[src/rtl/stream_fork_fifo.sv]
// Per-branch FIFO for stream_fork2. The pointers wrap naturally and occupancy runs
// from 0 to DEPTH. Head data is forced to zero while rst is high.
module stream_fork_fifo #(
  parameter int unsigned DW    = 11,
  parameter int unsigned DEPTH = 2
) (
  input  logic          clk,
  input  logic          rst,
  input  logic          push,
  input  logic [DW-1:0] din,
  output logic          full,
  input  logic          pop,
  output logic [DW-1:0] dout,
  output logic          rdy
);
  localparam int unsigned AW = $clog2(DEPTH);
  localparam logic [AW:0] OccFull = (AW+1)'(DEPTH);

  logic [AW-1:0] wptr_q, rptr_q;
  logic [AW:0]   occ_q, occ_d;
  logic [DW-1:0] mem_q [DEPTH];
  logic          do_push, do_pop;

  assign full    = (occ_q == OccFull);
  assign rdy     = !rst && (occ_q != '0);
  assign dout    = rst ? '0 : mem_q[rptr_q];
  assign do_push = push && !full;
  assign do_pop  = pop && rdy;

  always_comb begin
    occ_d = occ_q;
    unique case ({do_push, do_pop})
      2'b10:   occ_d = occ_q + (AW+1)'(1);
      2'b01:   occ_d = occ_q - (AW+1)'(1);
      default: occ_d = occ_q;
    endcase
  end

  always_ff @(posedge clk) begin
    if (rst) begin
      wptr_q <= '0;
      rptr_q <= '0;
      occ_q  <= '0;
    end else begin
      if (do_push) wptr_q <= wptr_q + AW'(1);
      if (do_pop)  rptr_q <= rptr_q + AW'(1);
      occ_q <= occ_d;
    end
  end

  // Storage needs no reset: occupancy alone decides validity.
  always_ff @(posedge clk) begin
    if (do_push) mem_q[wptr_q] <= din;
  end
endmodule

[src/rtl/stream_fork2.sv]
// Fork one rdy/ack stream into two identical streams, each with its own FIFO.
// The source is accepted only when neither branch is full, judged from registered state.
module stream_fork2 #(
  parameter int unsigned DW    = 11,
  parameter int unsigned DEPTH = 2,
  parameter int unsigned CW    = 16
) (
  input  logic          clk,
  input  logic          rst,
  input  logic          src_rdy,
  output logic          src_ack,
  input  logic [DW-1:0] src_dat,
  output logic          dst0_rdy,
  input  logic          dst0_ack,
  output logic [DW-1:0] dst0_dat,
  output logic          dst1_rdy,
  input  logic          dst1_ack,
  output logic [DW-1:0] dst1_dat,
  output logic [CW-1:0] xfer_cnt
);
  logic          full0, full1, accept;
  logic [CW-1:0] xfer_cnt_q;

  assign src_ack  = !rst && !full0 && !full1;
  assign accept   = src_rdy && src_ack;
  assign xfer_cnt = xfer_cnt_q;

  always_ff @(posedge clk) begin
    if (rst)         xfer_cnt_q <= '0;
    else if (accept) xfer_cnt_q <= xfer_cnt_q + CW'(1);
  end

  stream_fork_fifo #(.DW(DW), .DEPTH(DEPTH)) u_fifo0 (
    .clk  (clk),
    .rst  (rst),
    .push (accept),
    .din  (src_dat),
    .full (full0),
    .pop  (dst0_ack),
    .dout (dst0_dat),
    .rdy  (dst0_rdy)
  );

  stream_fork_fifo #(.DW(DW), .DEPTH(DEPTH)) u_fifo1 (
    .clk  (clk),
    .rst  (rst),
    .push (accept),
    .din  (src_dat),
    .full (full1),
    .pop  (dst1_ack),
    .dout (dst1_dat),
    .rdy  (dst1_rdy)
  );
endmodule
[config.mk]
export PLATFORM = sky130hd
export DESIGN_NAME = stream_fork2
export DESIGN_NICKNAME = d
export VERILOG_FILES = /design/src/rtl/stream_fork_fifo.sv /design/src/rtl/stream_fork2.sv
export SDC_FILE = /design/constraint.sdc
export NUM_CORES = 1
export LEC_CHECK = 0
export ABC_AREA = 1
export CAP_MARGIN = 15
export CORE_MARGIN = 4
export CORE_UTILIZATION = 30
export DETAILED_ROUTE_END_ITERATION = 8
export GPL_TIMING_DRIVEN = 0
export MAX_ROUTING_LAYER = met4
export SLEW_MARGIN = 15
export SYNTH_ARGS = -nofsm -noshare
export SYNTH_HDL_FRONTEND = slang
export SYNTH_SLANG_ARGS = --single-unit
[constraint.sdc]
create_clock -name clk -period 1.8 [get_ports clk]
set_input_delay 0.27 -clock clk [delete_from_list [all_inputs] [get_ports clk]]
set_output_delay 0.27 -clock clk [all_outputs]
set_load 0.01 [all_outputs]
# After elaboration in Yosys (flattened, before gate mapping)
# Memory sizes are Yosys's and may differ from the RTL's. A register that Yosys moved wholly into a read port is not among the register bits.
# Cells that the tools add are included.
[totals]
output_inout_bits = 41
n_memories = 2
latchBits = 0
ff_bits = 24
mem_bits_ro = 0
in_bits = 16
ram_bits = 44
[memory_table]
columns = ["memory", "depth", "width", "rd", "rd_ports_with_merged_regs", "wr", "line", "rtl"]
rows = [
  ["u_fifo0.mem_q", 2, 11, 1, 1, 1, "stream_fork_fifo.sv:21", "logic [DW-1:0] mem_q [DEPTH];"],
  ["u_fifo1.mem_q", 2, 11, 1, 1, 1, "stream_fork_fifo.sv:21", ""],
]
[op_classes]
magnitude_cmp = 0
n_mul = 0
add_sub_neg = 9
n_eq_ne = 6
reduce_logical = 16
mux = 12
bitwise = 0
shifts = 0
n_div = 0
[ops]
columns = ["operator", "count"]
rows = [
  ["$mux 11", 2],
  ["$add 16x1->16 const B", 1],
  ["$logic_and 1x1->1", 9],
  ["$eq 2x2->1 const B", 4],
  ["$mux 1", 8],
  ["$pmux 2 s2", 2],
  ["$reduce_bool 2->1", 4],
  ["$add 1x1->1 const B", 4],
  ["$add 2x1->2 const B", 2],
  ["$eq 2x1->1 const B", 2],
  ["$sub 2x1->2 const B", 2],
  ["$logic_not 1->1", 3],
]

# Longest topological paths before layout
# Gate-level depths: netlist of run 1.
[logic_depth]
ltp_word = 8
ltp_mapped = 9
depth_no_buf = 9

# Cells and area by module
# From an unflattened synthesis of run 1, not the netlist that was laid out.
[hier_totals]
cells_unflattened = 342
hier_area_um2 = 3069.2
[modules_own_cells]
columns = ["mod", "seq_area_each_um2", "area_per_inst_um2", "cells_per_inst", "instances"]
rows = [
  ["stream_fork_fifo", 760.7, 1093.5, 102, 2],
  ["stream_fork2", 320.3, 882.1, 138, 1],
]

# Least setup slack after synthesis of run 1
# OpenSTA, ideal clock, no wires.
[synth_timing]
path_kind = "input to register"
start = "input port rst"
end = "register u_fifo0.occ_q[1]"
setup_ns = 0.122
setup_slack_ns = 0.146
arrival_time_ns = 1.531
stages = 9
t_required_ns = 1.678
cell_sequence = "buf_6 clkinv_4 clkbuf_1 nand4_1 ha_1 a21oi_1 o21ai_0 o21ai_0 a21oi_1"
[synth_between]
elab_chain_len = 7
elab_cells_between_ends = 11
[synth_lines]
columns = ["item", "line", "rtl"]
rows = [
  ["start: declaration", "stream_fork2.sv:9", "input logic rst,"],
  ["$logic_not 1->1", "stream_fork_fifo.sv:25, stream_fork2.sv:24", ""],
  ["$logic_and 1x1->1 (2 in series)", "stream_fork2.sv:24", "assign src_ack = !rst && !full0 && !full1;"],
  ["$logic_and 1x1->1", "stream_fork2.sv:25", "assign accept = src_rdy && src_ack;"],
  ["$logic_and 1x1->1", "stream_fork_fifo.sv:27", "assign do_push = push && !full;"],
  ["$eq 2x1->1 / $eq 2x2->1 (equally long branches)", "stream_fork_fifo.sv:32", "unique case ({do_push, do_pop})"],
  ["$pmux 2 s2 / $reduce_bool 2->1 (equally long branches)", "n/a", ""],
  ["end signal: assignment", "stream_fork_fifo.sv:43", "occ_q <= '0;"],
  ["end signal: assignment", "stream_fork_fifo.sv:47", "occ_q <= occ_d;"],
  ["end: declaration", "stream_fork_fifo.sv:20", "logic [AW:0] occ_q, occ_d;"],
]
# Several ways; a longest one is shown, not always the timed one.
# A chain may end at the register's enable or synchronous reset.

==> impl_metrics.tcl, run 1 <==
set metrics [dict create \
    grt_use_total_pct 13.1 \
    skew_ns 0.0102 \
    grt_start_max_net_pins 17 \
    start_kind "flop" \
    syn_avg_cell_area_um2 9.48 \
    path_clk_slew_ns 0.09 \
    ios 57 \
    yosys_warnings 0 \
    area_growth_pct 31.7 \
    slew_headroom_pct 52.5 \
    n_fill_cell 1020 \
    grt_pass1_wl_um 11400 \
    cts_root_buf "clkbuf_8" \
    finalWirelength_um 7100 \
    synth_area_mm2 0.00303 \
    setup_ws_ns 0.0891 \
    whs_ns 0.163 \
    cp-end-kind "primary output" \
    clk_latency_ns 0.35 \
    antenna_found_initial 0 \
    rsz0062_at_grt "yes" \
    vias 2373 \
    drc_errors 0 \
    syn-num-nets 338 \
    die_w_um 108 \
    postCtsSetupBuffers 0 \
    setup_viol 0 \
    cts_buffers 9 \
    htreeDepth 3 \
    grt_pass1_vias 2264 \
    finalMaxSlewViolations 0 \
    gp_congestion 0.807 \
    p_int_mw 2.49 \
    core-area_mm2 0.00982 \
    dr.pass1.iters 4 \
    clock_path_buffers 2 \
    hp-class "in2reg" \
    p_sw_share_pct 28.7 \
    final.setup.tns_ns 0 \
    place_hpwl_um 4770 \
    power.total_mw 3.50 \
    die_area_mm2 0.0118 \
    worst_pin_slew_ns 0.712 \
    netlist_instances 319 \
    clkPwrFrac_pct 36.7 \
    final_nets 404 \
    worstPathMaxFanout 10 \
    yosysSeqAreaShare_pct 60.9 \
    p_comb_share_pct 11.7 \
    status "complete, no violations" \
    crit_type "reg2out" \
    crit_arrival_ns 1.44 \
    period_minus_slack_ns 1.71 \
    grt_overflow_total 0 \
    cts_sinks 70 \
    hold_buffers 0 \
    min_period_over_period_pct 95.1 \
    leakage_nw 1.59 \
    vias_per_cell 4.54 \
    drt_first_iter_violations 107 \
    ir_worst_vdd_uv 535 \
    p_switching_mw 1.00 \
    pwr-share-seq_pct 51.6 \
    synth_cell_types 27 \
    max_cap_violations 0 \
    ys_seq_elements 70 \
    portBuffers 55 \
    fmax_mhz 584 \
    wire_per_inst_um 13.6 \
    ant_nets 0 \
    hold_viol_final 0 \
    initial_utilization_pct 30.8 \
    cp_data_required_time_ns 1.53 \
    antennaDiodeCount 0 \
    rows 36 \
    pre_cts_slack_ns -0.681 \
    drive_above_1_share_pct 13.6 \
    die_h_um 108 \
    p_per_area_mw_per_mm2 878 \
    cts_tree "built" \
]
synth_stat cells:
cell type / n / share of area, %
nor2_1: 78 / 9.7
edfxtp_1: 44 / 44
nand2_1: 37 / 4.6
inv_1: 34 / 4.2
o21ai_0: 30 / 5.0
dfxtp_1: 26 / 17
a21oi_1: 14 / 2.3
nand3_1: 14 / 2.3
nand4_1: 9 / 1.9
clkbuf_1: 7 / 0.87
ha_1: 3 / 1.2
xor2_1: 3 / 0.87
buf_6: 2 / 0.74
inv_2: 2 / 0.25
nand2_4: 2 / 0.74
nor2_4: 2 / 0.74
nor3_2: 2 / 0.66
a21oi_2: 1 / 0.29
buf_1: 1 / 0.12
buf_2: 1 / 0.17
buf_8: 1 / 0.50
clkinv_4: 1 / 0.29
nand3_2: 1 / 0.33
nand3_4: 1 / 0.58
nand4_2: 1 / 0.41
nor2_2: 1 / 0.21
nor3_1: 1 / 0.17
timing repair:
action,4_1_cts,5_1_grt
endpoints found under the hold margin,0,0
setup endpoints to repair,70,56
gates resized for setup,43,15
pin swaps,0,1
path summary, 6_finish.rpt:
kind                                                     from  depth (start not counted)  slack, ns                             to
worst min-delay path                                      rst                          2       0.16       xfer_cnt[0]$_SDFFE_PP0N_
worst min register to register    u_fifo1.rptr_q$_SDFFE_PP0P_                          2       0.51    u_fifo1.rptr_q$_SDFFE_PP0P_
worst max register to register  u_fifo1.occ_q[0]$_SDFFE_PP0P_                          4       0.13  u_fifo0.mem_q[0][5]$_DFFE_PP_
worst max-delay path                                     flop                          5       0.09                    dst0_dat[8]
cells by family after synthesis:
family          Yosys count  share of synthesized area [%]
buf+inv                  49                           7.15
compound gates           45                           7.57
flops                    70                           60.9
fa+ha+maj                 3                           1.24
simple gates            149                           22.3
xor+xnor                  3                          0.869
state kept, by name, indices dropped and copies added (netlist names), named ones only:
register / count
u_fifo0.occ_q: 2
u_fifo0.mem_q: 22
u_fifo1.wptr_q: 1
u_fifo0.rptr_q: 1
xfer_cnt: 16
u_fifo1.mem_q: 22
u_fifo1.rptr_q: 1
u_fifo1.occ_q: 2
u_fifo0.wptr_q: 1
placed cells by master, fill, tap and decap left out, drive strengths merged:
cell type / count
xor2: 3
clkbuf: 16
nand3: 16
ha: 3
nand2: 39
clkdlybuf4s50: 30
nor2: 81
buf: 6
nor3: 3
nand4: 10
inv: 42
o21ai: 30
dfxtp: 26
edfxtp: 44
a21oi: 15
clkinv: 2
dlygate4sd2: 22
clkdlybuf4s15: 2
per-stage QoR:
stage                     cell area, µm²  cells  util (%)
after floorplan                     3030    319         -
after global placement              3740    507      38.1
after detailed placement            3740    507      38.1
after CTS                           3950    523      40.3
after global routing                3980    523      40.6
final                               3980    523      40.6
layer usage:
| layer | vias to the layer above | wire length [µm] | track usage (%) |
|---|---|---|---|
| li1 | 1191 | - | - |
| met1 | 1098 | 3270 | 16.1 |
| met2 | 82 | 3350 | 20.8 |
| met3 | 2 | 453 | 4.54 |
| met4 | 0 | 25 | 2.98 |
| met5 | - | 0 | - |
worst max-delay path, stage by stage, from the launching register on:
cell             delay, ns
dfxtp_1               0.33
inv_1                 0.08
clkbuf_8              0.18
nor2_1                0.05
nor2_1                0.17
clkdlybuf4s15_1       0.28
final cells by class:
cell class,count,area (µm²),share of cell area [%]
Timing Repair Buffer,55,518,13.0
Sequential cell,70,1850,46.3
Clock inverter,7,71.3,1.79
Tap cell,133,166,4.18
Inverter,37,144,3.61
Multi-Input combinational cell,200,1000,25.1
Clock buffer,9,124,3.11
Buffer,12,114,2.86
power groups by stage:
stage                     Clock [mW]  Sequential (mW)  Combinational [mW]
final                           1.28             1.81               0.409
after global routing            1.39             1.81               0.456
after CTS                       1.31             1.81               0.405
after detailed placement           0             1.84               0.423
after global placement             0             1.84               0.415
after floorplan                    0             1.84               0.214
Note: power is estimated with default switching activity, not from simulation.
==> run 2, diff against run 1 <==
--- a/config.mk
+++ b/config.mk
@@ -12,7 +12,6 @@
 export DETAILED_ROUTE_END_ITERATION = 8
 export GPL_TIMING_DRIVEN = 0
 export MAX_ROUTING_LAYER = met4
-export SLEW_MARGIN = 15
 export SYNTH_ARGS = -nofsm -noshare
 export SYNTH_HDL_FRONTEND = slang
 export SYNTH_SLANG_ARGS = --single-unit
==> run 2 against run 1 <==
  * Clock-buffer cell count stayed put
  * Sequential cell count unchanged
  * Maximum frequency shrank 3.6%
  * Power decreased by 0.28%
  * Sequential power about the same
  * Worst hold slack worse by 0.015 ns
  * Non-clock buffer count up 1
  * Critical path type is now in2out
  * Critical endpoint is now dst1_dat[6]
==> impl_metrics.tcl, run 2 (synthesis gave the netlist of run 1 again) <==
set metrics [dict create \
    hold_buffers 0 \
    initial_utilization_pct 30.8 \
    antenna_found_initial 0 \
    die_w_um 108 \
    worstReg2RegStart "u_fifo1.occ_q[0]$_SDFFE_PP0P_" \
    status "complete, no violations" \
    vias_per_cell 4.58 \
    die_h_um 108 \
    ant_nets 0 \
    rrSetupSlack_ns 0.10 \
    crit_path_start "rst" \
    cts_sinks 70 \
    grt_pass1_wl_um 11600 \
    vias 2402 \
    gp_congestion 0.807 \
    whs_ns 0.147 \
    max_cap_violations 0 \
    pre_cts_slack_ns -0.668 \
    htreeDepth 3 \
    rsz0062_at_grt "yes" \
    worstPathMaxFanout 10 \
    ios 57 \
    slew_headroom_pct 53.6 \
    cp_data_required_time_ns 1.53 \
    most-common-layout-cells "nor2_1 (74), edfxtp_1 (44), nand2_1 (37), inv_1 (34)" \
    cts_root_buf "clkbuf_8" \
    final_common_cell "nor2_1" \
    rows 36 \
    p_per_area_mw_per_mm2 876 \
    fin_cells 524 \
    finalMaxSlewViolations 0 \
    finalWirelength_um 7170 \
    grt_pass1_vias 2342 \
    clk_latency_ns 0.36 \
    crit_arrival_ns 1.50 \
    area_growth_pct 31.6 \
    worst_pin_slew_ns 0.695 \
    drive_above_1_share_pct 12.3 \
    reg2reg_depth 4 \
    period_minus_slack_ns 1.77 \
    skew_ns 0.00889 \
    die_area_mm2 0.0118 \
    place_inst 508 \
    fin_util_pct 40.5 \
    hp-class "in2reg" \
    ir_worst_vdd_uv 460 \
    fmax_mhz 563 \
    grt_use_total_pct 13.3 \
    grt_start_max_net_pins 17 \
    crit_type "in2out" \
    drc_errors 0 \
    critPathCapture "dst1_dat[6]" \
    cts_buffers 9 \
    setup_ws_ns 0.0253 \
    postCtsSetupBuffers 0 \
    cts_tree "built" \
    portBuffers 55 \
    setup_viol 0 \
    min_period_over_period_pct 98.6 \
    cp-end-kind "primary output" \
    r2r-end "u_fifo1.mem_q[1][3]$_DFFE_PP_" \
    wire_per_inst_um 13.7 \
    drt_first_iter_violations 95 \
    dr.pass1.iters 4 \
    leakage_nw 1.59 \
    place_hpwl_um 4840 \
    final_nets 405 \
    grt_overflow_total 0 \
    start_kind "primary input" \
    core-area_mm2 0.00982 \
    path_clk_slew_ns 0.09 \
    clock_path_buffers 2 \
    hold_viol_final 0 \
    antennaDiodeCount 0 \
    n_fill_cell 1011 \
]
## run 2: metrics by stage
stage,setup TNS [ns],total power [mW],cell area [µm²]
floorplan,0,2.05,3030
global placement,-33.36,2.25,3740
detailed placement,-31.39,2.26,3750
CTS,-0.999,3.53,3970
global route,-0.639,3.65,3980
finish,0,3.49,3980
## run 2: timing repair
| item | 4_1_cts | 5_1_grt |
|---|---|---|
| cloned | 0 | 0 |
| setup endpoints to repair | 66 | 46 |
| resized for setup | 45 | 8 |
| pin swaps | 1 | 2 |
## run 2: worst min-delay path by stage
stage	endpoint	cells after the start	start	slack [ns]
3_5_place_dp	u_fifo1.rptr_q$_SDFFE_PP0P_	2	u_fifo1.rptr_q$_SDFFE_PP0P_	0.49
2_1_floorplan	u_fifo0.mem_q[0][0]$_DFFE_PP_	0	src_dat[0]	0.37
4_1_cts	u_fifo0.wptr_q$_SDFFE_PP0P_	2	rst	0.13
6_report	u_fifo0.wptr_q$_SDFFE_PP0P_	2	rst	0.15
5_1_grt	u_fifo1.wptr_q$_SDFFE_PP0N_	2	rst	0.14
3_3_place_gp	u_fifo1.rptr_q$_SDFFE_PP0P_	2	u_fifo1.rptr_q$_SDFFE_PP0P_	0.49
## run 2: report_power, final
part	leakage (nW)	total, mW	switching [mW]	internal (mW)
Clock	0.102	1.28	0.724	0.551
Sequential	0.615	1.81	0.0309	1.77
Combinational	0.877	0.408	0.241	0.166
## run 2: worst max-delay path, cell delays in order
cell and delay, ns:
buf_6 0.13, clkinv_4 0.09, buf_1 0.35, o21ai_0 0.17, nor2_1 0.19, dlygate4sd2_1 0.30
## run 2: layout make-up
class	instances	area [µm²]	area share (%)
flip-flops and latches	70	1840	46.3
multi-input cells	200	996	25.0
repair buffers	56	519	13.0
well taps	133	166	4.18
inverters	37	144	3.61
clock buffers	9	124	3.11
plain buffers	12	118	2.95
clock inverters	7	71.3	1.79
## run 2: metal layers
layer	global-route usage, %	part of all wire (%)	vias up
li1	-	-	1188
met1	16.4	45	1118
met2	20.7	45	84
met3	4.60	7.8	12
met4	3.97	1.9	0
met5	-	0	-
==> run 3, diff against run 2 <==
--- a/config.mk
+++ b/config.mk
@@ -8,10 +8,12 @@
 export ABC_AREA = 1
 export CAP_MARGIN = 15
 export CORE_MARGIN = 4
-export CORE_UTILIZATION = 30
+export CORE_UTILIZATION = 52
 export DETAILED_ROUTE_END_ITERATION = 8
 export GPL_TIMING_DRIVEN = 0
+export HOLD_SLACK_MARGIN = 0.12
 export MAX_ROUTING_LAYER = met4
+export PLACE_DENSITY = 0.8
 export SYNTH_ARGS = -nofsm -noshare
 export SYNTH_HDL_FRONTEND = slang
 export SYNTH_SLANG_ARGS = --single-unit
==> run 3 against run 2 <==
  * Final cell count down 12%
  * Critical endpoint is now dst0_dat[10]
  * Utilization grew 29 points
  * Sequential share of layout area up 1.3 points
==> impl_metrics.tcl, run 3 (synthesis gave the netlist of run 1 again) <==
set metrics [dict create \
    die_area_mm2 0.00710 \
    rows 27 \
    area_growth_pct 28.0 \
    path_clk_slew_ns 0.07 \
    place_inst 446 \
    core-area_mm2 0.00557 \
    grt_start_max_net_pins 13 \
    crit_arrival_ns 1.44 \
    worstPathMaxFanout 3 \
    fin_area_mm2 0.00387 \
    cp_common_cell "nor2_1" \
    initial_utilization_pct 54.3 \
    slew_headroom_pct 51.9 \
    grt_overflow_total 0 \
    vias 2348 \
    drt_first_iter_violations 155 \
    max_cap_violations 0 \
    p_per_area_mw_per_mm2 842 \
    fin_util_pct 69.5 \
    antennaDiodeCount 0 \
    dr.pass1.iters 4 \
    grt_use_total_pct 19.7 \
    critPathTopFamily "buffers and inverters" \
    setup_viol 0 \
    ios 57 \
    grt_pass1_wl_um 10600 \
    cts_tree "built" \
    cp-end-kind "primary output" \
    route.layer.met1.wl_um 2670 \
    start_kind "flop" \
    skew_ns 0.00994 \
    hp-class "in2reg" \
    final.setup.tns_ns 0 \
    finalMaxSlewViolations 0 \
    fin_cells 462 \
    ant_nets 0 \
    crit_type "reg2out" \
    worst_pin_slew_ns 0.720 \
    drive_above_1_share_pct 11.5 \
    status "complete, no violations" \
    whs_ns 0.174 \
    vias_per_cell 5.08 \
    gp_congestion 0.881 \
    pre_cts_slack_ns -0.616 \
    cp_cell_sequence "inv_1, nor2_1, nor2_1, clkdlybuf4s50_1" \
    leakage_nw 1.60 \
    htreeDepth 3 \
    ir_worst_vdd_uv 604 \
    drc_errors 0 \
    fmax_mhz 585 \
    die_w_um 84.3 \
    clock_path_buffers 2 \
    place_hpwl_um 4400 \
    finalWirelength_um 6430 \
    final_nets 404 \
    grt_pass1_vias 2337 \
    hold_viol_final 0 \
    cts_sinks 70 \
    wl_met2_um 3350 \
    crit_path_max_incr_delay_ns 0.54 \
    crit_buf_inv 2 \
    final_common_cell "nor2_1" \
    dr_wl_met3_um 342 \
    wire_per_inst_um 13.9 \
    place_area_mm2 0.00367 \
    antenna_found_initial 0 \
    most-common-layout-cells "nor2_1 (74), edfxtp_1 (44), nand2_1 (37), inv_1 (34), clkdlybuf4s50_1 (31)" \
    clk_latency_ns 0.34 \
    cts_buffers 9 \
    top_layer "met4" \
    portBuffers 55 \
    rsz0062_at_grt "yes" \
    power.total_mw 3.26 \
    cp_data_required_time_ns 1.53 \
    setup_ws_ns 0.0903 \
    period_minus_slack_ns 1.71 \
    critPathSlowestCell "clkdlybuf4s50_1" \
    cts_root_buf "clkbuf_8" \
    min_period_over_period_pct 95.0 \
    die_h_um 84.3 \
]
[run 3: layer usage]
metal  global-route usage [%]  vias to the layer above
met3                     3.34                        6
met4                     9.50                        0
met5                        -                        -
li1                         -                     1188
met2                     33.3                       61
met1                     22.7                     1093
[run 3: path summary, 6_finish.rpt]
check                                              startpoint                       endpoint  slack [ns]  cells past startpoint
worst max-delay path                                     flop                   dst0_dat[10]        0.09                      4
worst min-delay path                                      rst    u_fifo0.wptr_q$_SDFFE_PP0P_        0.17                      2
worst max register to register  u_fifo1.occ_q[1]$_SDFFE_PP0P_  u_fifo1.occ_q[1]$_SDFFE_PP0P_        0.13                      9
worst min register to register    u_fifo0.rptr_q$_SDFFE_PP0P_    u_fifo0.rptr_q$_SDFFE_PP0P_        0.52                      2
[run 3: area by class of cell]
| cell class | instances | area (µm²) |
|---|---|---|
| clock inverter | 4 | 23.8 |
| timing repair buffer | 55 | 528 |
| fill | 432 | 1700 |
| sequential | 70 | 1840 |
| inverter | 37 | 144 |
| multi-input combinational | 200 | 990 |
| tap | 72 | 90.1 |
| clock buffer | 12 | 135 |
| buffer | 12 | 119 |
[run 3: power by group]
| group | internal [mW] | switching, mW |
|---|---|---|
| logic | 0.169 | 0.232 |
| clock network | 0.497 | 0.555 |
| registers | 1.78 | 0.0303 |
| total | 2.44 | 0.817 |
[run 3: repair_timing]
action	CTS	global route
buffers inserted	0	0
endpoints found under the setup margin	71	49
pin swaps	0	0
gates resized for setup	40	9
hold buffers	0	0
